[config.mk]
export PLATFORM = sky130hd
export DESIGN_NAME = multicycle_ctrl_fsm_flat
export DESIGN_NICKNAME = d
export VERILOG_FILES = /design/src/rtl/multicycle_ctrl_fsm_pkg.sv /design/src/rtl/multicycle_ctrl_fsm_if.sv /design/src/rtl/multicycle_ctrl_fsm_alu_decoder.sv /design/src/rtl/multicycle_ctrl_fsm.sv /design/src/flat_wrapper.sv
export SDC_FILE = /design/constraint.sdc
export NUM_CORES = 1
export LEC_CHECK = 0
export CORE_MARGIN = 3
export CORE_UTILIZATION = 38
export CTS_CLUSTER_DIAMETER = 80
export DETAILED_ROUTE_END_ITERATION = 12
export GPL_ROUTABILITY_DRIVEN = 0
export GPL_TIMING_DRIVEN = 0
export PLACE_DENSITY = 0.77
export SYNTH_ARGS = -nofsm -noshare
export SYNTH_HDL_FRONTEND = slang
export SYNTH_SLANG_ARGS = --single-unit
[constraint.sdc]
create_clock -name CLK -period 2.6 [get_ports CLK]
set_input_delay 0.52 -clock CLK [delete_from_list [all_inputs] [get_ports CLK]]
set_output_delay 0.52 -clock CLK [all_outputs]
set_load 0.03 [all_outputs]
[src/rtl/multicycle_ctrl_fsm_pkg.sv]
// Shared encodings for the MIPS multicycle controller: opcodes, funct codes,
// state encodings, ALUOp and ALUControl codes, and datapath mux selects.
package mips_ctrl_pkg;

    // Opcodes (Instr[31:26])
    localparam logic [5:0] OP_RTYPE = 6'b000000;
    localparam logic [5:0] OP_LW    = 6'b100011;
    localparam logic [5:0] OP_SW    = 6'b101011;
    localparam logic [5:0] OP_BEQ   = 6'b000100;
    localparam logic [5:0] OP_ADDI  = 6'b001000;
    localparam logic [5:0] OP_J     = 6'b000010;

    // R-type funct codes (Instr[5:0])
    localparam logic [5:0] FN_ADD = 6'b100000;
    localparam logic [5:0] FN_SUB = 6'b100010;
    localparam logic [5:0] FN_AND = 6'b100100;
    localparam logic [5:0] FN_OR  = 6'b100101;
    localparam logic [5:0] FN_SLT = 6'b101010;

    // Controller states, 4-bit encoding visible on the State debug port
    typedef enum logic [3:0] {
        S_FETCH  = 4'd0,
        S_DECODE = 4'd1,
        S_MEMADR = 4'd2,
        S_MEMRD  = 4'd3,
        S_MEMWB  = 4'd4,
        S_MEMWR  = 4'd5,
        S_EXEC   = 4'd6,
        S_ALUWB  = 4'd7,
        S_BRANCH = 4'd8,
        S_ADDIEX = 4'd9,
        S_ADDIWB = 4'd10,
        S_JUMP   = 4'd11
    } state_t;

    // Coarse ALU operation requested by the FSM
    typedef enum logic [1:0] {
        ALUOP_ADD   = 2'b00,
        ALUOP_SUB   = 2'b01,
        ALUOP_FUNCT = 2'b10
    } aluop_t;

    // ALUControl codes
    localparam logic [2:0] ALUCTL_ADD = 3'b010;
    localparam logic [2:0] ALUCTL_SUB = 3'b110;
    localparam logic [2:0] ALUCTL_AND = 3'b000;
    localparam logic [2:0] ALUCTL_OR  = 3'b001;
    localparam logic [2:0] ALUCTL_SLT = 3'b111;

    // ALUSrcB selects
    localparam logic [1:0] SRCB_B     = 2'b00;
    localparam logic [1:0] SRCB_FOUR  = 2'b01;
    localparam logic [1:0] SRCB_IMM   = 2'b10;
    localparam logic [1:0] SRCB_IMMSH = 2'b11;

    // PCSrc selects
    localparam logic [1:0] PCSRC_ALU    = 2'b00;
    localparam logic [1:0] PCSRC_ALUOUT = 2'b01;
    localparam logic [1:0] PCSRC_JUMP   = 2'b10;

endpackage

[src/rtl/multicycle_ctrl_fsm_if.sv]
// Controller <-> datapath signal bundle. The master side is the controller
// (consumes IR/ALU status, drives selects and enables); the slave side is
// the datapath.
interface multicycle_ctrl_fsm_if #(
    parameter int OP_W     = 6,
    parameter int FUNCT_W  = 6,
    parameter int ALUCTL_W = 3
);
    logic [OP_W-1:0]     Op;
    logic [FUNCT_W-1:0]  Funct;
    logic                Zero;
    logic                MemReady;
    logic                IorD;
    logic                MemWrite;
    logic                IRWrite;
    logic                RegDst;
    logic                MemtoReg;
    logic                RegWrite;
    logic                ALUSrcA;
    logic [1:0]          ALUSrcB;
    logic [ALUCTL_W-1:0] ALUControl;
    logic [1:0]          PCSrc;
    logic                PCEn;
    logic                InstrDone;
    logic                IllegalOp;
    logic [3:0]          State;

    modport master (
        input  Op, Funct, Zero, MemReady,
        output IorD, MemWrite, IRWrite, RegDst, MemtoReg, RegWrite, ALUSrcA,
               ALUSrcB, ALUControl, PCSrc, PCEn, InstrDone, IllegalOp, State
    );

    modport slave (
        output Op, Funct, Zero, MemReady,
        input  IorD, MemWrite, IRWrite, RegDst, MemtoReg, RegWrite, ALUSrcA,
               ALUSrcB, ALUControl, PCSrc, PCEn, InstrDone, IllegalOp, State
    );
endinterface

[src/rtl/multicycle_ctrl_fsm_alu_decoder.sv]
// ALU decoder: maps the FSM's coarse ALUOp plus the R-type funct field onto
// the ALUControl code. Unknown funct values fall back to add.
module alu_decoder
    import mips_ctrl_pkg::*;
#(
    parameter int FUNCT_W  = 6,
    parameter int ALUCTL_W = 3
) (
    input  aluop_t              i_alu_op,
    input  logic [FUNCT_W-1:0]  i_funct,
    output logic [ALUCTL_W-1:0] o_alu_control
);

    // Select ALU operation from ALUOp, consulting Funct only for R-type execute
    always_comb begin
        o_alu_control = ALUCTL_ADD;
        case (i_alu_op)
            ALUOP_ADD: o_alu_control = ALUCTL_ADD;
            ALUOP_SUB: o_alu_control = ALUCTL_SUB;
            ALUOP_FUNCT: begin
                case (i_funct)
                    FN_ADD:  o_alu_control = ALUCTL_ADD;
                    FN_SUB:  o_alu_control = ALUCTL_SUB;
                    FN_AND:  o_alu_control = ALUCTL_AND;
                    FN_OR:   o_alu_control = ALUCTL_OR;
                    FN_SLT:  o_alu_control = ALUCTL_SLT;
                    default: o_alu_control = ALUCTL_ADD;
                endcase
            end
            default: o_alu_control = ALUCTL_ADD;
        endcase
    end

endmodule

[src/rtl/multicycle_ctrl_fsm.sv]
// Main controller for the MIPS multicycle datapath. Sequences each
// instruction through fetch/decode/execute/memory/writeback, stalling on the
// shared memory's ready handshake, and decodes all datapath selects and
// enables from the current state (Moore), except PCEn and the MemReady-gated
// fetch/store enables.
module multicycle_ctrl_fsm
    import mips_ctrl_pkg::*;
#(
    parameter int OP_W     = 6,
    parameter int FUNCT_W  = 6,
    parameter int ALUCTL_W = 3
) (
    input logic                  CLK,
    input logic                  RST,
    multicycle_ctrl_fsm_if.master bus
);

    state_t              r_state;
    state_t              w_next_state;
    logic [OP_W-1:0]     w_op;
    logic [FUNCT_W-1:0]  w_funct;
    logic [ALUCTL_W-1:0] w_alu_control;
    aluop_t              w_alu_op;
    logic                w_mem_ready;
    logic                w_pc_write;
    logic                w_branch;
    logic                w_mem_write;
    logic                w_ir_write;
    logic                w_reg_write;
    logic                w_instr_done;
    logic                w_illegal_op;
    logic                w_iord;
    logic                w_reg_dst;
    logic                w_mem_to_reg;
    logic                w_alu_src_a;
    logic [1:0]          w_alu_src_b;
    logic [1:0]          w_pc_src;

    assign w_op        = bus.Op;
    assign w_funct     = bus.Funct;
    assign w_mem_ready = bus.MemReady;

    alu_decoder #(
        .FUNCT_W  (FUNCT_W),
        .ALUCTL_W (ALUCTL_W)
    ) u_alu_decoder (
        .i_alu_op      (w_alu_op),
        .i_funct       (w_funct),
        .o_alu_control (w_alu_control)
    );

    // State register; reset abandons any instruction in flight and restarts at fetch
    always_ff @(posedge CLK) begin
        if (RST) r_state <= S_FETCH;
        else     r_state <= w_next_state;
    end

    // Next-state selection and per-state datapath control decode
    always_comb begin
        w_next_state = r_state;
        w_alu_op     = ALUOP_ADD;
        w_pc_write   = 1'b0;
        w_branch     = 1'b0;
        w_mem_write  = 1'b0;
        w_ir_write   = 1'b0;
        w_reg_write  = 1'b0;
        w_instr_done = 1'b0;
        w_illegal_op = 1'b0;
        w_iord       = 1'b0;
        w_reg_dst    = 1'b0;
        w_mem_to_reg = 1'b0;
        w_alu_src_a  = 1'b0;
        w_alu_src_b  = SRCB_B;
        w_pc_src     = PCSRC_ALU;
        case (r_state)
            S_FETCH: begin
                // PC+4 computed every cycle; IR and PC only commit on the ready cycle
                w_alu_src_b = SRCB_FOUR;
                w_ir_write  = w_mem_ready;
                w_pc_write  = w_mem_ready;
                if (w_mem_ready) w_next_state = S_DECODE;
            end
            S_DECODE: begin
                // Speculatively compute branch target into ALUOut
                w_alu_src_b = SRCB_IMMSH;
                case (w_op)
                    OP_LW, OP_SW: w_next_state = S_MEMADR;
                    OP_RTYPE:     w_next_state = S_EXEC;
                    OP_BEQ:       w_next_state = S_BRANCH;
                    OP_ADDI:      w_next_state = S_ADDIEX;
                    OP_J:         w_next_state = S_JUMP;
                    default: begin
                        w_next_state = S_FETCH;
                        w_illegal_op = 1'b1;
                    end
                endcase
            end
            S_MEMADR: begin
                w_alu_src_a = 1'b1;
                w_alu_src_b = SRCB_IMM;
                if (w_op == OP_SW) w_next_state = S_MEMWR;
                else               w_next_state = S_MEMRD;
            end
            S_MEMRD: begin
                w_iord = 1'b1;
                if (w_mem_ready) w_next_state = S_MEMWB;
            end
            S_MEMWB: begin
                w_mem_to_reg = 1'b1;
                w_reg_write  = 1'b1;
                w_instr_done = 1'b1;
                w_next_state = S_FETCH;
            end
            S_MEMWR: begin
                // Strobe held until the memory accepts; it samples on the ready cycle
                w_iord      = 1'b1;
                w_mem_write = 1'b1;
                if (w_mem_ready) begin
                    w_instr_done = 1'b1;
                    w_next_state = S_FETCH;
                end
            end
            S_EXEC: begin
                w_alu_src_a  = 1'b1;
                w_alu_src_b  = SRCB_B;
                w_alu_op     = ALUOP_FUNCT;
                w_next_state = S_ALUWB;
            end
            S_ALUWB: begin
                w_reg_dst    = 1'b1;
                w_reg_write  = 1'b1;
                w_instr_done = 1'b1;
                w_next_state = S_FETCH;
            end
            S_BRANCH: begin
                w_alu_src_a  = 1'b1;
                w_alu_src_b  = SRCB_B;
                w_alu_op     = ALUOP_SUB;
                w_pc_src     = PCSRC_ALUOUT;
                w_branch     = 1'b1;
                w_instr_done = 1'b1;
                w_next_state = S_FETCH;
            end
            S_ADDIEX: begin
                w_alu_src_a  = 1'b1;
                w_alu_src_b  = SRCB_IMM;
                w_next_state = S_ADDIWB;
            end
            S_ADDIWB: begin
                w_reg_write  = 1'b1;
                w_instr_done = 1'b1;
                w_next_state = S_FETCH;
            end
            S_JUMP: begin
                w_pc_src     = PCSRC_JUMP;
                w_pc_write   = 1'b1;
                w_instr_done = 1'b1;
                w_next_state = S_FETCH;
            end
            default: w_next_state = S_FETCH;
        endcase
    end

    // Architectural side effects and pulses are suppressed in any reset cycle
    assign bus.MemWrite   = w_mem_write  & ~RST;
    assign bus.IRWrite    = w_ir_write   & ~RST;
    assign bus.RegWrite   = w_reg_write  & ~RST;
    assign bus.PCEn       = (w_pc_write | (w_branch & bus.Zero)) & ~RST;
    assign bus.InstrDone  = w_instr_done & ~RST;
    assign bus.IllegalOp  = w_illegal_op & ~RST;

    assign bus.IorD       = w_iord;
    assign bus.RegDst     = w_reg_dst;
    assign bus.MemtoReg   = w_mem_to_reg;
    assign bus.ALUSrcA    = w_alu_src_a;
    assign bus.ALUSrcB    = w_alu_src_b;
    assign bus.ALUControl = w_alu_control;
    assign bus.PCSrc      = w_pc_src;
    assign bus.State      = r_state;

endmodule

[src/flat_wrapper.sv]
// flat-port wrapper written by rule: the top's interface ports become plain ports
module multicycle_ctrl_fsm_flat import mips_ctrl_pkg::*;
#(
    parameter int OP_W     = 6,
    parameter int FUNCT_W  = 6,
    parameter int ALUCTL_W = 3
)
  (CLK, RST, bus_Op, bus_Funct, bus_Zero, bus_MemReady, bus_IorD, bus_MemWrite, bus_IRWrite, bus_RegDst, bus_MemtoReg, bus_RegWrite, bus_ALUSrcA, bus_ALUSrcB, bus_ALUControl, bus_PCSrc, bus_PCEn, bus_InstrDone, bus_IllegalOp, bus_State);
  multicycle_ctrl_fsm_if #(.OP_W(OP_W), .FUNCT_W(FUNCT_W), .ALUCTL_W(ALUCTL_W)) bus_i ();
  input logic CLK;
  input logic RST;
  input wire logic [$bits(bus_i.Op)-1:0] bus_Op;
  input wire logic [$bits(bus_i.Funct)-1:0] bus_Funct;
  input wire logic [$bits(bus_i.Zero)-1:0] bus_Zero;
  input wire logic [$bits(bus_i.MemReady)-1:0] bus_MemReady;
  output wire logic [$bits(bus_i.IorD)-1:0] bus_IorD;
  output wire logic [$bits(bus_i.MemWrite)-1:0] bus_MemWrite;
  output wire logic [$bits(bus_i.IRWrite)-1:0] bus_IRWrite;
  output wire logic [$bits(bus_i.RegDst)-1:0] bus_RegDst;
  output wire logic [$bits(bus_i.MemtoReg)-1:0] bus_MemtoReg;
  output wire logic [$bits(bus_i.RegWrite)-1:0] bus_RegWrite;
  output wire logic [$bits(bus_i.ALUSrcA)-1:0] bus_ALUSrcA;
  output wire logic [$bits(bus_i.ALUSrcB)-1:0] bus_ALUSrcB;
  output wire logic [$bits(bus_i.ALUControl)-1:0] bus_ALUControl;
  output wire logic [$bits(bus_i.PCSrc)-1:0] bus_PCSrc;
  output wire logic [$bits(bus_i.PCEn)-1:0] bus_PCEn;
  output wire logic [$bits(bus_i.InstrDone)-1:0] bus_InstrDone;
  output wire logic [$bits(bus_i.IllegalOp)-1:0] bus_IllegalOp;
  output wire logic [$bits(bus_i.State)-1:0] bus_State;
  assign bus_i.Op = bus_Op;
  assign bus_i.Funct = bus_Funct;
  assign bus_i.Zero = bus_Zero;
  assign bus_i.MemReady = bus_MemReady;
  assign bus_IorD = bus_i.IorD;
  assign bus_MemWrite = bus_i.MemWrite;
  assign bus_IRWrite = bus_i.IRWrite;
  assign bus_RegDst = bus_i.RegDst;
  assign bus_MemtoReg = bus_i.MemtoReg;
  assign bus_RegWrite = bus_i.RegWrite;
  assign bus_ALUSrcA = bus_i.ALUSrcA;
  assign bus_ALUSrcB = bus_i.ALUSrcB;
  assign bus_ALUControl = bus_i.ALUControl;
  assign bus_PCSrc = bus_i.PCSrc;
  assign bus_PCEn = bus_i.PCEn;
  assign bus_InstrDone = bus_i.InstrDone;
  assign bus_IllegalOp = bus_i.IllegalOp;
  assign bus_State = bus_i.State;
  multicycle_ctrl_fsm #(.OP_W(OP_W), .FUNCT_W(FUNCT_W), .ALUCTL_W(ALUCTL_W)) u_core (.CLK(CLK), .RST(RST), .bus(bus_i));
endmodule
==> metrics.log, run 1 <==
INFO  metric worstReg2RegStart = u_core.bus.State[0]$_SDFFE_PP0P_
INFO  metric timing_worst_setup_path_type = in2out
INFO  metric n_antenna_cell = 0
INFO  metric fmax = 388 MHz
INFO  metric yosysSeqAreaShare = 12.0%
INFO  metric wl = 2180 um
INFO  metric synth_cells = 100
INFO  metric clkSinkCount = 4
INFO  metric synth.top_cells.by_area = sky130_fd_sc_hd__dfxtp_1, sky130_fd_sc_hd__nand2b_1, sky130_fd_sc_hd__nor3_1
INFO  metric fin_crit_sh = 99.1%
INFO  metric clock_latency = 0.24 ns
INFO  metric critPathMostFrequentCell = sky130_fd_sc_hd__clkdlybuf4s50_1
INFO  metric die-area = 2290 sq um
INFO  metric critical_path.reg2reg.endpoint = u_core.bus.State[1]$_SDFFE_PP0P_
INFO  metric core.rowCount = 14
INFO  metric critical_path.top_delay_family = buffers and inverters
INFO  metric detailedPlacementHpwl = 1690 um
INFO  metric grt_antenna_before_repair = 0
INFO  metric setup.worst_path.start = bus_MemReady
INFO  metric total_leakage_power = 0.427 nW
INFO  metric cell_with_the_largest_stage_delay_on_the_worst_path = sky130_fd_sc_hd__clkdlybuf4s50_1
INFO  metric final_layout_net_count = 157
INFO  metric slew_viol_final = 0
INFO  metric cts_hold_repair.buffers = 0
INFO  metric die_height = 47.9 um
INFO  metric worstSetupPathDepth = 3
INFO  metric yosysWarnings = 0
INFO  metric synthSimpleGateAreaFrac = 40.0%
INFO  metric dp_slack = -0.588 ns
INFO  metric worstRegToRegCells = 3
INFO  metric synth_top_area_share = 12.0%
INFO  metric via_per_inst = 5.78
INFO  metric grt_pass1_vias = 823
INFO  metric synth_compound_area_share = 27.6%
INFO  metric yosys-mux-area-fraction = 3.00%
INFO  metric fin_worst_hold_slack = 0.690 ns
INFO  metric detailed_route_wire_length_per_cell = 14.2 um
INFO  metric ys_seq_elements = 4
INFO  metric path_clk_slew = 0.04 ns
INFO  metric htreeDepth = 1
INFO  metric drt_iter0_markers = 37
INFO  metric finalCoreUtilization = 69.6%
INFO  metric postSynthAreaPerCell = 6.67 sq um
INFO  metric worst_clock_skew = 0.00544 ns
INFO  metric pin_count_of_the_biggest_net_entering_global_routing = 11
INFO  metric ir_drop_worst_vdd = 0.261 mV
INFO  metric synthXorXnorAreaFrac = 3.94%
INFO  metric route.vias.total = 885
INFO  metric largest_family_of_logic_cells_by_synthesized_area = simple AND/OR/NAND/NOR gates
INFO  metric finalNonFillerCells = 153
INFO  metric timing.final.ws_setup = 0.0226 ns
INFO  metric cts_buffers = 3
INFO  metric worst_setup_slack_for_register_to_register_paths = 1.29 ns
INFO  metric layout.filler_cells = 143
INFO  metric critical_path.max_stage_delay = 0.67 ns
INFO  metric critical_path_required = 2.08 ns
INFO  metric setup-violations-final = 0
INFO  metric slew_headroom = 69.8%
INFO  metric post-route-cell-area = 1100 sq um
INFO  metric core-area = 1580 sq um
INFO  metric gr-total-overflow = 0
INFO  metric cts_tree = done
INFO  metric timing.critical_path.from_type = input port
INFO  metric remaining_drc_errors = 0
INFO  metric synth.cell_area = 667 sq um
INFO  metric synth_area_leader_cell = sky130_fd_sc_hd__dfxtp_1
INFO  metric post_synthesis_share_of_cell_area_spent_on_full_adders_half_adders_and_majority_gates = 5.25%
INFO  metric cp_cell_sequence = clkdlybuf4s50_1, and3_1, clkdlybuf4s50_1
INFO  metric hold_violations = 0
INFO  metric period_needed = 2.58 ns
INFO  metric worst_hold_path_type = reg2reg
INFO  metric initial_utilization = 42.3%
INFO  metric p_total = 0.261 mW
INFO  metric clockRootBuffer = sky130_fd_sc_hd__clkbuf_4
INFO  metric detailed_place.area = 1030 sq um
INFO  metric drive_gt1_share = 20.4%
INFO  metric port_buffers = 34
INFO  metric gr-usage-all-layers = 21.7%
INFO  metric cts.path.max_buffers = 2
INFO  metric kind_of_end_point_of_the_critical_path = primary output
INFO  metric critical_path.n_buffers_inverters = 2
INFO  metric die_width = 47.9 um
INFO  metric boundaryPins = 37
INFO  metric detail_route.first_pass.iterations = 4
INFO  metric setup-tns-final = 0 ns
INFO  metric layout-area-overhead-vs-synth = 64.5%
INFO  metric worst_setup_path_endpoint = bus_IRWrite
INFO  metric critical_path_arrival = 2.06 ns
INFO  metric tightestPinTransition = 0.453 ns
INFO  metric powerDensity = 238 nW/um^2
INFO  metric placed_cells_incl_taps = 150
INFO  metric cap_viol_max_count = 0
INFO  metric outcome = finished, final reports clean
INFO  metric post_synth_num_cell_types = 37
INFO  metric grt_first_pass_wirelength = 3530 um
INFO  metric synth_fp_nets = 118
INFO  metric maximum_net_fanout_on_the_critical_path = 9
INFO  metric largest_register_ffs = 4
INFO  metric route.antenna.remaining_nets = 0
-- where the power goes --
| part | total (mW) | switching [mW] | internal, mW |
|---|---|---|---|
| clock network | 0.0776 | 0.0260 | 0.0516 |
| logic | 0.117 | 0.0626 | 0.0540 |
| registers | 0.0672 | 0.00392 | 0.0633 |
| total | 0.261 | 0.0925 | 0.169 |
-- metal layers --
metal | vias to the layer above | GRT usage (%) | part of all wire, %
li1 | 443 | - | -
met1 | 412 | 27.5 | 42
met2 | 28 | 36.7 | 53
met5 | - | 0 | 0
met4 | 0 | 9.68 | 0.92
met3 | 2 | 2.26 | 4.2
-- Yosys cell counts, drive strengths merged --
cell type	n
o41ai	2
nand2b	10
a211oi	1
or3b	1
nand2	4
mux2i	2
a31oi	1
a31o	1
o21a	1
nor3	10
nor2	12
nor2b	1
xor2	1
a311o	1
a21oi	6
o32ai	1
o21ai	7
clkbuf	4
buf	4
maj3	1
a32o	1
or4	1
o2111a	1
and3	3
nand3	3
a32oi	1
nor4b	1
ha	2
inv	5
nor4	3
dfxtp	4
xnor2	2
o31ai	2
-- cell type report --
cell class | count | area (sq um) | area share [%]
Buffer | 8 | 58.8 | 5.36
Timing Repair Buffer | 34 | 327 | 29.8
Multi-Input combinational cell | 83 | 564 | 51.4
Tap cell | 16 | 20.0 | 1.82
Clock buffer | 3 | 22.5 | 2.05
Inverter | 5 | 18.8 | 1.71
Sequential cell | 4 | 86.3 | 7.87
-- how the worst min path moves through the flow --
stage | slack (ns) | end | from | cells after the start
2_1_floorplan | 0.75 | u_core.bus.State[1]$_SDFFE_PP0P_ | bus_MemReady | 3
3_3_place_gp | 0.70 | u_core.bus.State[2]$_SDFFE_PP0P_ | u_core.bus.State[1]$_SDFFE_PP0P_ | 3
3_5_place_dp | 0.70 | u_core.bus.State[2]$_SDFFE_PP0P_ | u_core.bus.State[1]$_SDFFE_PP0P_ | 3
4_1_cts | 0.71 | u_core.bus.State[2]$_SDFFE_PP0P_ | u_core.bus.State[1]$_SDFFE_PP0P_ | 3
5_1_grt | 0.76 | u_core.bus.State[2]$_SDFFE_PP0P_ | u_core.bus.State[1]$_SDFFE_PP0P_ | 3
6_report | 0.69 | u_core.bus.State[2]$_SDFFE_PP0P_ | u_core.bus.State[1]$_SDFFE_PP0P_ | 3
-- repair_timing --
action	CTS	global route
resized for setup	27	19
setup buffers	0	0
setup endpoints to repair	7	5
-- placed cells by master, fill, tap and decap left out, types with 2 or more instances in the layout --
master,instances
sky130_fd_sc_hd__buf_4,3
sky130_fd_sc_hd__and3_1,3
sky130_fd_sc_hd__nand3_1,3
sky130_fd_sc_hd__clkdlybuf4s50_1,25
sky130_fd_sc_hd__clkbuf_2,2
sky130_fd_sc_hd__nor2_2,2
sky130_fd_sc_hd__mux2i_1,2
sky130_fd_sc_hd__buf_6,2
sky130_fd_sc_hd__nor2_1,10
sky130_fd_sc_hd__ha_1,2
sky130_fd_sc_hd__nand2b_1,10
sky130_fd_sc_hd__nand2_1,4
sky130_fd_sc_hd__nor3_1,9
sky130_fd_sc_hd__buf_2,2
sky130_fd_sc_hd__clkbuf_4,4
sky130_fd_sc_hd__o21ai_0,6
sky130_fd_sc_hd__dlygate4sd2_1,4
sky130_fd_sc_hd__a21oi_1,6
sky130_fd_sc_hd__xnor2_1,2
sky130_fd_sc_hd__o31ai_1,2
sky130_fd_sc_hd__inv_1,5
sky130_fd_sc_hd__dfxtp_2,2
-- cells by family after synthesis --
kind of cell	Yosys count
compound gates	26
xor+xnor	3
fa+ha+maj	3
buf+inv	13
flops	4
mux	2
simple gates	49
-- worst min-delay path, stage by stage, from the launching register on --
cell and delay [ns]:
sky130_fd_sc_hd__dfxtp_2 0.35, sky130_fd_sc_hd__nor2b_1 0.08, sky130_fd_sc_hd__a21oi_1 0.16, sky130_fd_sc_hd__nor4_2 0.05
(Power assumes the default switching activity.)
==> run 2, diff against run 1 <==
Settings changed: CORE_MARGIN 3 to default.
==> run 2 against run 1 <==
Net effect: the flow now finishes with violations (DRC); clock power is 5.0% lower; sequential cell count did not move; fmax increased by 0.49%; die area down 16%; routed wire length is 5.9% higher; first-iteration DRC count shrank 22%; combinational power barely moved; largest cell class unchanged; largest power group unchanged.
==> metrics.log, run 2 (same netlist as run 1, synthesis figures left out) <==
INFO  metric outcome = finished with violations (was finished, final reports clean)
INFO  metric violations = DRC
INFO  metric slew_viol_final = 0 (unchanged)
INFO  metric layout.filler_cells = 137 (was 143)
INFO  metric p_clk_share = 28.5% (was 29.7%)
INFO  metric power.share.combinational = 45.6% (was 44.6%)
INFO  metric slew_headroom = 70.0% (was 69.8%)
INFO  metric die_height = 43.9 um (was 47.9 um)
INFO  metric powerDensity = 238 nW/um^2 (about the same)
INFO  metric layout_commonest_cell = sky130_fd_sc_hd__clkdlybuf4s50_1 (unchanged)
INFO  metric swShare = 34.9% (was 35.4%)
INFO  metric cts.path.max_buffers = 2 (unchanged)
INFO  metric finalNonFillerCells = 153 (unchanged)
INFO  metric detailed_place.area = 1030 sq um (unchanged)
INFO  metric die-area = 1930 sq um (was 2290 sq um)
INFO  metric worst_clock_skew = 0.00349 ns (was 0.00544 ns)
INFO  metric final_cell_mix = sky130_fd_sc_hd__clkdlybuf4s50_1, sky130_fd_sc_hd__nand2b_1, sky130_fd_sc_hd__nor2_1, sky130_fd_sc_hd__nor3_1 (unchanged)
INFO  metric tightestPinTransition = 0.449 ns (was 0.453 ns)
INFO  metric route.antenna.remaining_nets = 0 (unchanged)
INFO  metric port_buffers = 34 (unchanged)
INFO  metric total_leakage_power = 0.407 nW (was 0.427 nW)
INFO  metric layout-area-overhead-vs-synth = 63.2% (was 64.5%)
INFO  metric detailedPlacementHpwl = 1590 um (was 1690 um)
INFO  metric ir_drop_worst_vdd = 0.267 mV (was 0.261 mV)
INFO  metric htreeDepth = 1 (unchanged)
INFO  metric wl = 2310 um (was 2180 um)
INFO  metric fin_crit_sh = 98.6% (was 99.1%)
INFO  metric critical_path_required = 2.08 ns (about the same)
INFO  metric route.top_layer_used = met4 (unchanged)
INFO  metric internal_power = 0.169 mW (about the same)
INFO  metric core-area = 1580 sq um (unchanged)
INFO  metric kind_of_end_point_of_the_critical_path = primary output (unchanged)
INFO  metric cts.repair_timing.setup_buffer_count = 0 (unchanged)
INFO  metric maximum_net_fanout_on_the_critical_path = 9 (unchanged)
INFO  metric remaining_drc_errors = 3 (was 0)
INFO  metric gr-usage-all-layers = 22.9% (was 21.7%)
INFO  metric dr_wl_met2 = 1180 um (was 1150 um)
INFO  metric die_width = 43.9 um (was 47.9 um)
INFO  metric detail_route.first_pass.iterations = 8 (was 4)
INFO  metric period_needed = 2.56 ns (was 2.58 ns)
INFO  metric clockRootBuffer = sky130_fd_sc_hd__clkbuf_4 (unchanged)
INFO  metric timing.critical_path.from_type = input port (unchanged)
INFO  metric finalCoreUtilization = 69.0% (was 69.6%)
INFO  metric via_per_inst = 5.94 (was 5.78)
INFO  metric grt_pass1_vias = 809 (was 823)
INFO  metric setup-tns-final = 0 ns (unchanged)
INFO  metric seq_power_share = 25.9% (was 25.7%)
INFO  metric cts_buffers = 3 (unchanged)
INFO  metric gr-total-overflow = 0 (unchanged)
INFO  metric fmax = 390 MHz (was 388 MHz)
INFO  metric dp_slack = -0.632 ns (was -0.588 ns)
INFO  metric clkSinkCount = 4 (unchanged)
INFO  metric boundaryPins = 37 (unchanged)
INFO  metric initial_utilization = 42.3% (unchanged)
INFO  metric pin_count_of_the_biggest_net_entering_global_routing = 11 (unchanged)
INFO  metric worst_setup_slack_for_register_to_register_paths = 1.28 ns (was 1.29 ns)
INFO  metric netsw = 0.0903 mW (was 0.0925 mW)
INFO  metric largest_register_ffs = 4 (unchanged)
INFO  metric clock_latency = 0.23 ns (was 0.24 ns)
INFO  metric core.rowCount = 14 (unchanged)
INFO  metric drt_iter0_markers = 29 (was 37)
INFO  metric grt_antenna_before_repair = 0 (unchanged)
INFO  metric layout.area.seq = 86.3 sq um (unchanged)
INFO  metric length_of_routed_met3_wiring = 175 um (was 91 um)
INFO  metric setup-violations-final = 0 (unchanged)
INFO  metric setup.worst_path.start = bus_MemReady (unchanged)
INFO  metric n_antenna_cell = 0 (unchanged)
INFO  metric cts_tree = done (unchanged)
INFO  metric detailed_route_wire_length_per_cell = 15.1 um (was 14.2 um)
INFO  metric routedLengthMet1 = 926 um (was 917 um)
INFO  metric worst_hold_path_type = reg2reg (unchanged)
INFO  metric multi_input_area = 558 sq um (was 564 sq um)
INFO  metric drive_gt1_share = 19.7% (was 20.4%)
INFO  metric timing_worst_setup_path_type = in2out (unchanged)
INFO  metric cap_viol_max_count = 0 (unchanged)
INFO  metric placed_cells_incl_taps = 150 (unchanged)
INFO  metric route.vias.total = 909 (was 885)
INFO  metric timing.final.ws_setup = 0.0352 ns (was 0.0226 ns)
INFO  metric post-route-cell-area = 1090 sq um (was 1100 sq um)
INFO  metric worstReg2RegStart = u_core.bus.State[2]$_SDFFE_PP0P_ (was u_core.bus.State[0]$_SDFFE_PP0P_)
INFO  metric hold_start = u_core.bus.State[1]$_SDFFE_PP0P_ (unchanged)
INFO  metric path_clk_slew = 0.04 ns (about the same)
INFO  metric grt_first_pass_wirelength = 3280 um (was 3530 um)
INFO  metric critical_path_arrival = 2.04 ns (was 2.06 ns)
INFO  metric hold_violations = 0 (unchanged)
INFO  metric final_layout_net_count = 157 (unchanged)
-- run 2: routing by layer --
layer | vias to the layer above | GRT usage [%]
met5 | - | 0
met4 | 0 | 12.7
met3 | 4 | 4.58
met2 | 42 | 40.6
met1 | 417 | 25.2
li1 | 446 | -
-- run 2: area by class of cell --
cell class	count	area share, %
Multi-Input combinational cell	83	51.3
Inverter	5	1.72
Sequential cell	4	7.93
Buffer	8	5.40
Tap cell	16	1.84
Clock buffer	3	2.07
Timing Repair Buffer	34	29.8
-- run 2: power by group through the flow --
stage | Clock (mW) | Sequential [mW] | Combinational, mW
6_report | 0.0737 | 0.0670 | 0.118
3_5_place_dp | 0 | 0.0682 | 0.114
5_1_grt | 0.0805 | 0.0675 | 0.124
2_1_floorplan | 0 | 0.0715 | 0.0590
4_1_cts | 0.0797 | 0.0672 | 0.114
3_3_place_gp | 0 | 0.0684 | 0.112
-- run 2: worst max-delay path: stages --
cell and delay (ns):
sky130_fd_sc_hd__clkdlybuf4s50_1 0.65, sky130_fd_sc_hd__and3_1 0.21, sky130_fd_sc_hd__clkdlybuf4s50_1 0.67
-- run 2: final timing paths --
check        depth (start not counted)                                to
min                                  3  u_core.bus.State[2]$_SDFFE_PP0P_
max                                  3                       bus_IRWrite
min reg2reg                          3  u_core.bus.State[2]$_SDFFE_PP0P_
max reg2reg                          4  u_core.bus.State[2]$_SDFFE_PP0P_
-- run 2: what timing repair did --
action / CTS / global route
endpoints found under the setup margin: 7 / 5
gates resized for setup: 29 / 13
pin swaps: 0 / 0
hold buffers: 0 / 0
cloned: 0 / 0
-- run 2: metrics by stage --
step	power [mW]	hold WS [ns]
CTS	0.261	0.697
global placement	0.180	0.700
detailed placement	0.182	0.690
global route	0.272	0.713
finish	0.259	0.674
floorplan	0.131	0.748
==> run 3, diff against run 2 <==
Settings changed: CAP_MARGIN from default to 0, SLEW_MARGIN from default to 20.
==> results of run 3 <==
Same layout as run 2: the final DEF is identical, and so are final timing and power.
